$ cat src/rtl/stq_pkg.sv
// Store-queue shared types: length encodings and the buffered entry record,
// also used by the data memory.
package stq_pkg;

    // Widest address an entry can hold; store_queue requires ADDR_W <= this.
    localparam int STQ_ADDR_MAX = 64;

    typedef enum logic [1:0] {
        LEN_BYTE = 2'd0,
        LEN_HALF = 2'd1,
        LEN_TRI  = 2'd2,
        LEN_WORD = 2'd3
    } stq_len_e;

    typedef struct packed {
        logic [STQ_ADDR_MAX-1:0] addr;
        logic [31:0]             data;
        stq_len_e                len;
        logic [31:0]             pc;
    } stq_entry_t;

    // A store must not cross its word: offset + (bytes - 1) stays within lane 3.
    function automatic logic stq_legal(input logic [1:0] off, input logic [1:0] len);
        return ({1'b0, off} + {1'b0, len}) <= 3'd3;
    endfunction

endpackage

$ cat src/rtl/stq_fifo.sv
// Store-queue storage: circular entry array with head/tail/count pointers.
// Exposes every slot plus a per-slot valid mask for the load-match logic.
module stq_fifo
    import stq_pkg::*;
#(
    parameter  int DEPTH = 4,
    localparam int PW    = $clog2(DEPTH),
    localparam int CW    = PW + 1
) (
    input  logic                    clk,
    input  logic                    reset,
    input  logic                    push,
    input  stq_entry_t              push_ent,
    input  logic                    pop,
    output stq_entry_t              head_ent,
    output stq_entry_t [DEPTH-1:0]  ents,
    output logic [DEPTH-1:0]        vld,
    output logic [PW-1:0]           head,
    output logic [CW-1:0]           count
);

    logic [PW-1:0]          tail;
    stq_entry_t [DEPTH-1:0] mem;

    // DEPTH is a power of two, so natural pointer overflow is the modulo wrap.
    always_ff @(posedge clk or posedge reset) begin
        if (reset) begin
            head  <= '0;
            tail  <= '0;
            count <= '0;
        end else begin
            if (push)
                tail <= tail + 1'b1;
            if (pop)
                head <= head + 1'b1;
            if (push && !pop)
                count <= count + 1'b1;
            else if (pop && !push)
                count <= count - 1'b1;
        end
    end

    always_ff @(posedge clk) begin
        if (push)
            mem[tail] <= push_ent;
    end

    assign ents     = mem;
    assign head_ent = mem[head];

    // A slot is live when its distance from head is below the occupancy.
    for (genvar i = 0; i < DEPTH; i++) begin : g_vld
        logic [PW-1:0] age;
        assign age    = PW'(i) - head;
        assign vld[i] = {1'b0, age} < count;
    end

endmodule

$ cat src/rtl/store_queue.sv
// In-order store queue between MEM stage and data memory, with load hazard
// detection. Define STQ_FWD_EN to forward whole-word stores to matching loads.
module store_queue
    import stq_pkg::*;
#(
    parameter  int DEPTH  = 4,
    parameter  int ADDR_W = 32,
    localparam int CW     = $clog2(DEPTH) + 1
) (
    input  logic              clk,
    input  logic              reset,
    input  logic              st_valid,
    output logic              st_ready,
    input  logic [ADDR_W-1:0] st_addr,
    input  logic [31:0]       st_data,
    input  logic [1:0]        st_len,
    input  logic [31:0]       st_pc,
    output logic              st_err,
    output logic              mem_we,
    output logic [ADDR_W-1:0] mem_addr,
    output logic [31:0]       mem_wd,
    output logic [1:0]        mem_wlen,
    output logic [31:0]       mem_pc,
    input  logic              mem_ready,
    input  logic              ld_valid,
    input  logic [ADDR_W-1:0] ld_addr,
    output logic              ld_stall,
    output logic              ld_fwd_valid,
    output logic [31:0]       ld_fwd_data,
    output logic [CW-1:0]     count
);

    localparam int PW = $clog2(DEPTH);

    stq_entry_t             push_ent;
    stq_entry_t             head_ent;
    stq_entry_t [DEPTH-1:0] ents;
    logic [DEPTH-1:0]       vld;
    logic [DEPTH-1:0]       hit;
    logic [PW-1:0]          head;
    logic                   legal;
    logic                   accept;
    logic                   pop;
    logic                   any_hit;

    assign legal    = stq_legal(st_addr[1:0], st_len);
    // Ready depends only on occupancy, so a full queue refuses even while draining.
    assign st_ready = count < CW'(DEPTH);
    assign accept   = st_valid && st_ready && legal;
    assign mem_we   = count != '0;
    assign pop      = mem_we && mem_ready;

    assign push_ent = '{addr: STQ_ADDR_MAX'(st_addr), data: st_data,
                        len: stq_len_e'(st_len), pc: st_pc};

    stq_fifo #(.DEPTH(DEPTH)) u_fifo (
        .clk      (clk),
        .reset    (reset),
        .push     (accept),
        .push_ent (push_ent),
        .pop      (pop),
        .head_ent (head_ent),
        .ents     (ents),
        .vld      (vld),
        .head     (head),
        .count    (count)
    );

    assign mem_addr = head_ent.addr[ADDR_W-1:0];
    assign mem_wd   = head_ent.data;
    assign mem_wlen = head_ent.len;
    assign mem_pc   = head_ent.pc;

    always_ff @(posedge clk or posedge reset) begin
        if (reset)
            st_err <= 1'b0;
        else
            st_err <= st_valid && !legal;
    end

    for (genvar i = 0; i < DEPTH; i++) begin : g_hit
        assign hit[i] = vld[i] && (ents[i].addr[ADDR_W-1:2] == ld_addr[ADDR_W-1:2]);
    end

    assign any_hit = ld_valid && (|hit);

`ifdef STQ_FWD_EN
    logic [PW-1:0] yidx;
    logic [PW-1:0] slot;
    logic          fwd_ok;

    // Walk oldest to youngest; the last matching slot is the youngest writer.
    always_comb begin
        yidx = head;
        slot = head;
        for (int k = 0; k < DEPTH; k++) begin
            slot = head + PW'(k);
            if (hit[slot])
                yidx = slot;
        end
    end

    assign fwd_ok       = (ents[yidx].len == LEN_WORD) && (ents[yidx].addr[1:0] == 2'b00);
    assign ld_fwd_valid = any_hit && fwd_ok;
    assign ld_fwd_data  = ld_fwd_valid ? ents[yidx].data : 32'h0;
    assign ld_stall     = any_hit && !fwd_ok;
`else
    assign ld_fwd_valid = 1'b0;
    assign ld_fwd_data  = 32'h0;
    assign ld_stall     = any_hit;
`endif

    // Entry fields that only some configurations observe.
    logic unused_bits;
    assign unused_bits = ^{ld_addr[1:0], ents, head_ent, head};

endmodule

$ cat config.mk
export PLATFORM = sky130hd
export DESIGN_NAME = store_queue
export DESIGN_NICKNAME = d
export VERILOG_FILES = /design/src/rtl/stq_pkg.sv /design/src/rtl/stq_fifo.sv /design/src/rtl/store_queue.sv
export SDC_FILE = /design/constraint.sdc
export NUM_CORES = 1
export LEC_CHECK = 0
export CORE_ASPECT_RATIO = 1.2
export CORE_MARGIN = 3
export CORE_UTILIZATION = 57
export CTS_CLUSTER_SIZE = 24
export DETAILED_ROUTE_END_ITERATION = 8
export PLACE_DENSITY = 0.89
export SYNTH_ARGS = -nofsm -noshare
export SYNTH_HDL_FRONTEND = slang
export SYNTH_SLANG_ARGS = --single-unit
$ cat constraint.sdc
create_clock -name clk -period 10.24 [get_ports clk]
set_input_delay 2.56 -clock clk [delete_from_list [all_inputs] [get_ports clk]]
set_output_delay 2.56 -clock clk [all_outputs]
set_load 0.02 [all_outputs]
# After elaboration in Yosys (flattened, before gate mapping)
# Cells that the tools add are included.
# totals
reg_bits,528
latch_bits,0
mem_bits_rw,0
rom_bits,0
out_inout_bits,138
elab_cells,67
memories,0
# op_classes
n_addsub,9
multipliers,0
n_div,0
order_cmp,9
n_eq_ne,4
shifts,0
mux,7
n_bitwise,0
n_reduce_logical,18
# ops
operator,n
bitwise mux 520 bit,1
binary-select mux 130 bit (select 2 bit),1
demux 130 bit (select 2 bit),1
two-way mux 130 bit,1
== test 30 bit,4
two-way mux 98 bit,1
logical AND 1 bit,12
less-than comparator 2 x 3 -> 1 bit,4
less-than comparator 2 x 3 -> 1 bit (second input constant),2
two-way mux 3 bit,2
adder 2 x 1 -> 2 bit (second input constant),2
OR reduction 4 bit,1
subtractor 1 x 2 -> 2 bit (first input constant),2
subtractor 2 bit (first input constant),2
adder 2 x 2 -> 3 bit,1
adder 3 x 1 -> 3 bit (second input constant),1
<= comparator 3 x 2 -> 1 bit (second input constant),1
logical NOT 1 bit,3
less-than comparator 3 bit (second input constant),1
nonzero test 3 bit,1
subtractor 3 x 1 -> 3 bit (second input constant),1
>= comparator 2 x 1 -> 1 bit (second input constant),1
nonzero test 2 bit,1

# Longest topological paths before layout
# logic_depth
ltp_word,7
ltp_mapped,9

# Modules after synthesis
# Synthesis repeated with hierarchy kept, for this count alone.
# hier_totals
hier_cells,941
hier_area_um2,20953.8
# by_module_without_submodules
module,instances,cells_per_inst,area_per_inst_um2,seq_area_each_um2
stq_fifo,1,732,19243.5,15790.1
store_queue,1,209,1710.4,25.0

# Worst setup path before layout
# Ideal clock, no wire load.
# synth_path
kind,input to register
start,input port st_addr[0]
end,"register u_fifo.mem, in the netlist u_fifo.ents[0] (enable)"
setup_time_ps,468
arrival_ps,5806
required_time_ps,9772
setup_slack_ps,3966
stages,4
n_path_buf,0
cell_sequence,ha_1 -> fa_1 -> nor3b_2 -> and2_1
# synth_between
elab_chain_cells,3
# synth_lines
element,line_no,source
start: declaration,store_queue.sv:14,"input logic [ADDR_W-1:0] st_addr,"
adder 2 x 2 -> 3 bit,stq_pkg.sv:24,"return ({1'b0, off} + {1'b0, len}) <= 3'd3;"
<= comparator 3 x 2 -> 1 bit,stq_pkg.sv:24,
logical AND 1 bit,store_queue.sv:49,assign accept = st_valid && st_ready && legal;
net accept,store_queue.sv:42,logic accept;
end signal: indexed assignment,stq_fifo.sv:45,mem[tail] <= push_ent;
end: declaration,stq_fifo.sv:23,stq_entry_t [DEPTH-1:0] mem;
# The timed path passes the listed nets, and every way through them passes these cells.
# A chain may end at the register's enable or synchronous reset.

# Worst setup path in the final report
# layout_path
start,input port ld_addr[9]
end,output port ld_stall
# layout_between
elab_chain_cells,4
word_cells_on_any_way,10
# layout_lines
element,line_no,source
start: declaration,store_queue.sv:26,"input logic [ADDR_W-1:0] ld_addr,"
== test 30 bit,store_queue.sv:82,assign hit[i] = vld[i] && (ents[i].addr[ADDR_W-1:2] == ld_addr[ADDR_W-1:2]);
logical AND 1 bit,store_queue.sv:82,
OR reduction 4 bit (*),store_queue.sv:85,assign any_hit = ld_valid && (|hit);
logical AND 1 bit (*),store_queue.sv:85,
end: declaration,store_queue.sv:27,"output logic ld_stall,"
# Mark *: on every way between the ends. The rest lies on a longest branch, timed or not.

==> out/qor.csv <==
stage;metric;value;unit
outcome;outcome;completed;
setup_path;crit_path_top_delay_cell;clkdlybuf4s50_1;
logic_synthesis;synthTopCellsByArea;edfxtp_1, mux4_2, xor2_1, buf_4, dfrtp_1;
setup_path;slowest_delay;610;ps
global_routing;grt_overflow_total;0;
setup_path;worst-path-max-fanout;4;
setup_path;arrival;5120;ps
sta;relSlewSlack;31.5;%
power_and_ir_drop;power_density;257;mW/mm^2
power_and_ir_drop;p_comb_share;33.1;%
floorplanning;initial_core_util;58.1;%
min_path;hold_path_class;reg -> reg;
sta;whs;635;ps
clocking;cts_made_buffers;39;
clocking;clock-root-buffer;clkbuf_16;
clocking;clkTransAtPathRegs;60;ps
floorplanning;fp-row-count;67;
floorplanning;io_pins;273;
drt;wl_per_cell;24.0;um
setup_path;worst_path_most_repeated_cell;clkdlybuf4s50_1;
layout;fill_cells;1661;
layout;design_area;0.0202;sq mm
setup_path;critPathKind;in -> out;
clocking;cts_tree;yes;
sta;fmax;130;MHz
clocking;cts_sinks;400;
global_routing;grt_pass1_vias;8674;
drt;drc;0;
clocking;h-tree-depth;2;
floorplanning;core_area;0.0280;sq mm
logic_synthesis;yosys_register_bits;400;
power_and_ir_drop;p_sw_share;29.9;%
global_routing;track_usage;22.7;%
power_and_ir_drop;internal-power;3640;uW
drt;drt_iter0_markers;655;
logic_synthesis;synth_top_area_share;72.4;%
logic_synthesis;syn_inst;767;
power_and_ir_drop;p_leak;0.00665;uW
drt;num_vias;8149;
clocking;hold_buffers;0;
placement;placed_cell_area;0.0190;sq mm
sta;min_period;7680;ps
global_routing;grt_pass1_wl;52.2;mm
power_and_ir_drop;ir_worst_vdd;0.194;mV
placement;hpwlAfterDp;22.7;mm
clocking;cts_buffer_depth;3;
layout;drive_gt1_share;15.8;%
sta;finalSetupViolations;0;
floorplanning;fp.dieH;191;um
setup_path;startpoint_type;input pin;
logic_synthesis;yosysUniqueCellTypes;29;
setup_path;cpLargestDelayFamily;buffers and inverters;
global_routing;antenna_found_initial;6;
placement;numPortBuffers;237;
job;drv_cap;0;
setup_path;required;7680;ps
clocking;cts_setup_buffers;0;
logic_synthesis;ys_seq_area_share;73.6;%
drt;ant_nets;0;
setup_path;path_cells;clkdlybuf4s50_1, xor2_1, nor4_1, nand4_1, a2111oi_2, or4_1, clkdlybuf4s50_1;
layout;areaGrowthSynthToFinish;24.1;%
logic_synthesis;synth_top_area_cell;edfxtp_1;
logic_synthesis;ys.flop_type;edfxtp_1;
sta;hold_viol_final;0;
floorplanning;dieArea;0.0306;sq mm
floorplanning;fp.dieW;160;um
global_routing;grt_max_degree;67;
logic_synthesis;synth_area;0.0163;sq mm
logic_synthesis;ys_async_sr_fraction;2.00;%
setup_path;cp.buffers_inverters;2;
logic_synthesis;synth.most_common_cell;edfxtp_1;
power_and_ir_drop;p_seq_share;40.5;%
drt;drt_wl_total;34.5;mm
power_and_ir_drop;clkPwrFrac;26.3;%
placement;gp_congestion;0.853;
clocking;cts_resized;0;
layout;nNetsFinal;1176;
sta;rsz0062_at_grt;no;
sta;slew_viol_final;0;
sta;final.period_utilization;75.0;%
logic_synthesis;synth_commonest_cells;edfxtp_1, xor2_1, mux4_2, buf_4, nor4_1;
drt;via_per_inst;5.67;
power_and_ir_drop;switchingPower;1550;uW
drt;dr.pass1.iters;5;
setup_path;crit_path_end_kind;output pin;
sta;skew;7.86;ps
logic_synthesis;synth-edff-count;392;
logic_synthesis;yosysWarnings;0;
logic_synthesis;synth.avg_cell_area;21.2;sq um
sta;fin_tns_setup;0;ps
clocking;worstSkewPairLatency;510;ps
sta;tightestPinTransition;1030;ps
per-layer routing:
metal	up-vias	track usage (%)	wire length [um]
li1	3574	-	-
met5	-	0	57
met2	354	38.5	17500
met1	4148	28.9	13100
met4	8	6.44	938
met3	65	6.68	2880
registers in the layout, summed over array words and instances (netlist names):
signal / count
st_err: 1
u_fifo.tail: 2
u_fifo.head: 2
u_fifo.count: 3
u_fifo.ents: 392
final timing paths:
path                                              from                          end  slack, ps  cells after the start
setup / recovery                            ld_addr[9]                     ld_stall       2560                      7
hold / removal             u_fifo.count[0]$_DFFE_PP0P_  u_fifo.count[0]$_DFFE_PP0P_        630                      1
setup reg to reg           u_fifo.count[2]$_DFFE_PP0P_   u_fifo.ents[319]$_DFFE_PP_       7270                      3
hold reg to reg            u_fifo.count[0]$_DFFE_PP0P_  u_fifo.count[0]$_DFFE_PP0P_        630                      1
max in group asynchronous                        reset   u_fifo.head[0]$_DFFE_PP0P_       7680                      2
min in group asynchronous                        reset   u_fifo.tail[1]$_DFFE_PP0P_       2300                      2
through the flow:
stage	total power (uW)	utilization, %	cells	setup slack [ps]
after floorplan	3130	-	799	3970
after global placement	3850	67.7	1367	2630
after detailed placement	3870	67.7	1367	2640
after CTS	5250	72.1	1435	2620
after global routing	5410	72.1	1436	2370
final	5190	72.1	1437	2560
cell type report:
type / count / area [sq um] / share of cell area, %
multi-input cells: 334 / 4050 / 20.0
well taps: 379 / 474 / 2.35
flip-flops and latches: 400 / 12000 / 59.3
inverters: 10 / 37.5 / 0.186
clock inverters: 15 / 148 / 0.731
repair buffers: 244 / 2420 / 12.0
clock buffers: 53 / 1070 / 5.31
diodes: 2 / 5.00 / 0.0248
power groups by stage:
stage	Clock [uW]	Sequential, uW	Combinational (uW)
after floorplan	0	2060	1070
after global placement	0	2130	1720
after detailed placement	0	2140	1730
after CTS	1390	2110	1740
after global routing	1460	2130	1820
final	1370	2100	1720
placed cells by master (no fill, tap or decap), drive strengths merged, types with 2 or more instances in the layout:
master and n:
nand4 8, inv 10, dfrtp 8, ha 10, a21oi 6, nor3 4, xor2 114, mux4 98
nand2 2, nor4 24, nand3 5, fa 2, a2111oi 4, clkbuf 53, edfxtp 392, bufinv 3
xnor2 13, diode 2, and2 5, buf 7, clkinv 11, conb 33, clkdlybuf4s50 237
cells by family after synthesis:
group	after synthesis	share of synthesized area (%)
DFF	400	73.6
AOI/OAI and AO/OA	11	0.469
and+or+nand+nor	52	2.08
adders and majority gates	12	1.02
buffers and inverters	65	2.35
other	1	0.0230
xor gates and xnor gates	127	6.84
muxes	99	13.6
(Power assumes the default switching activity.)
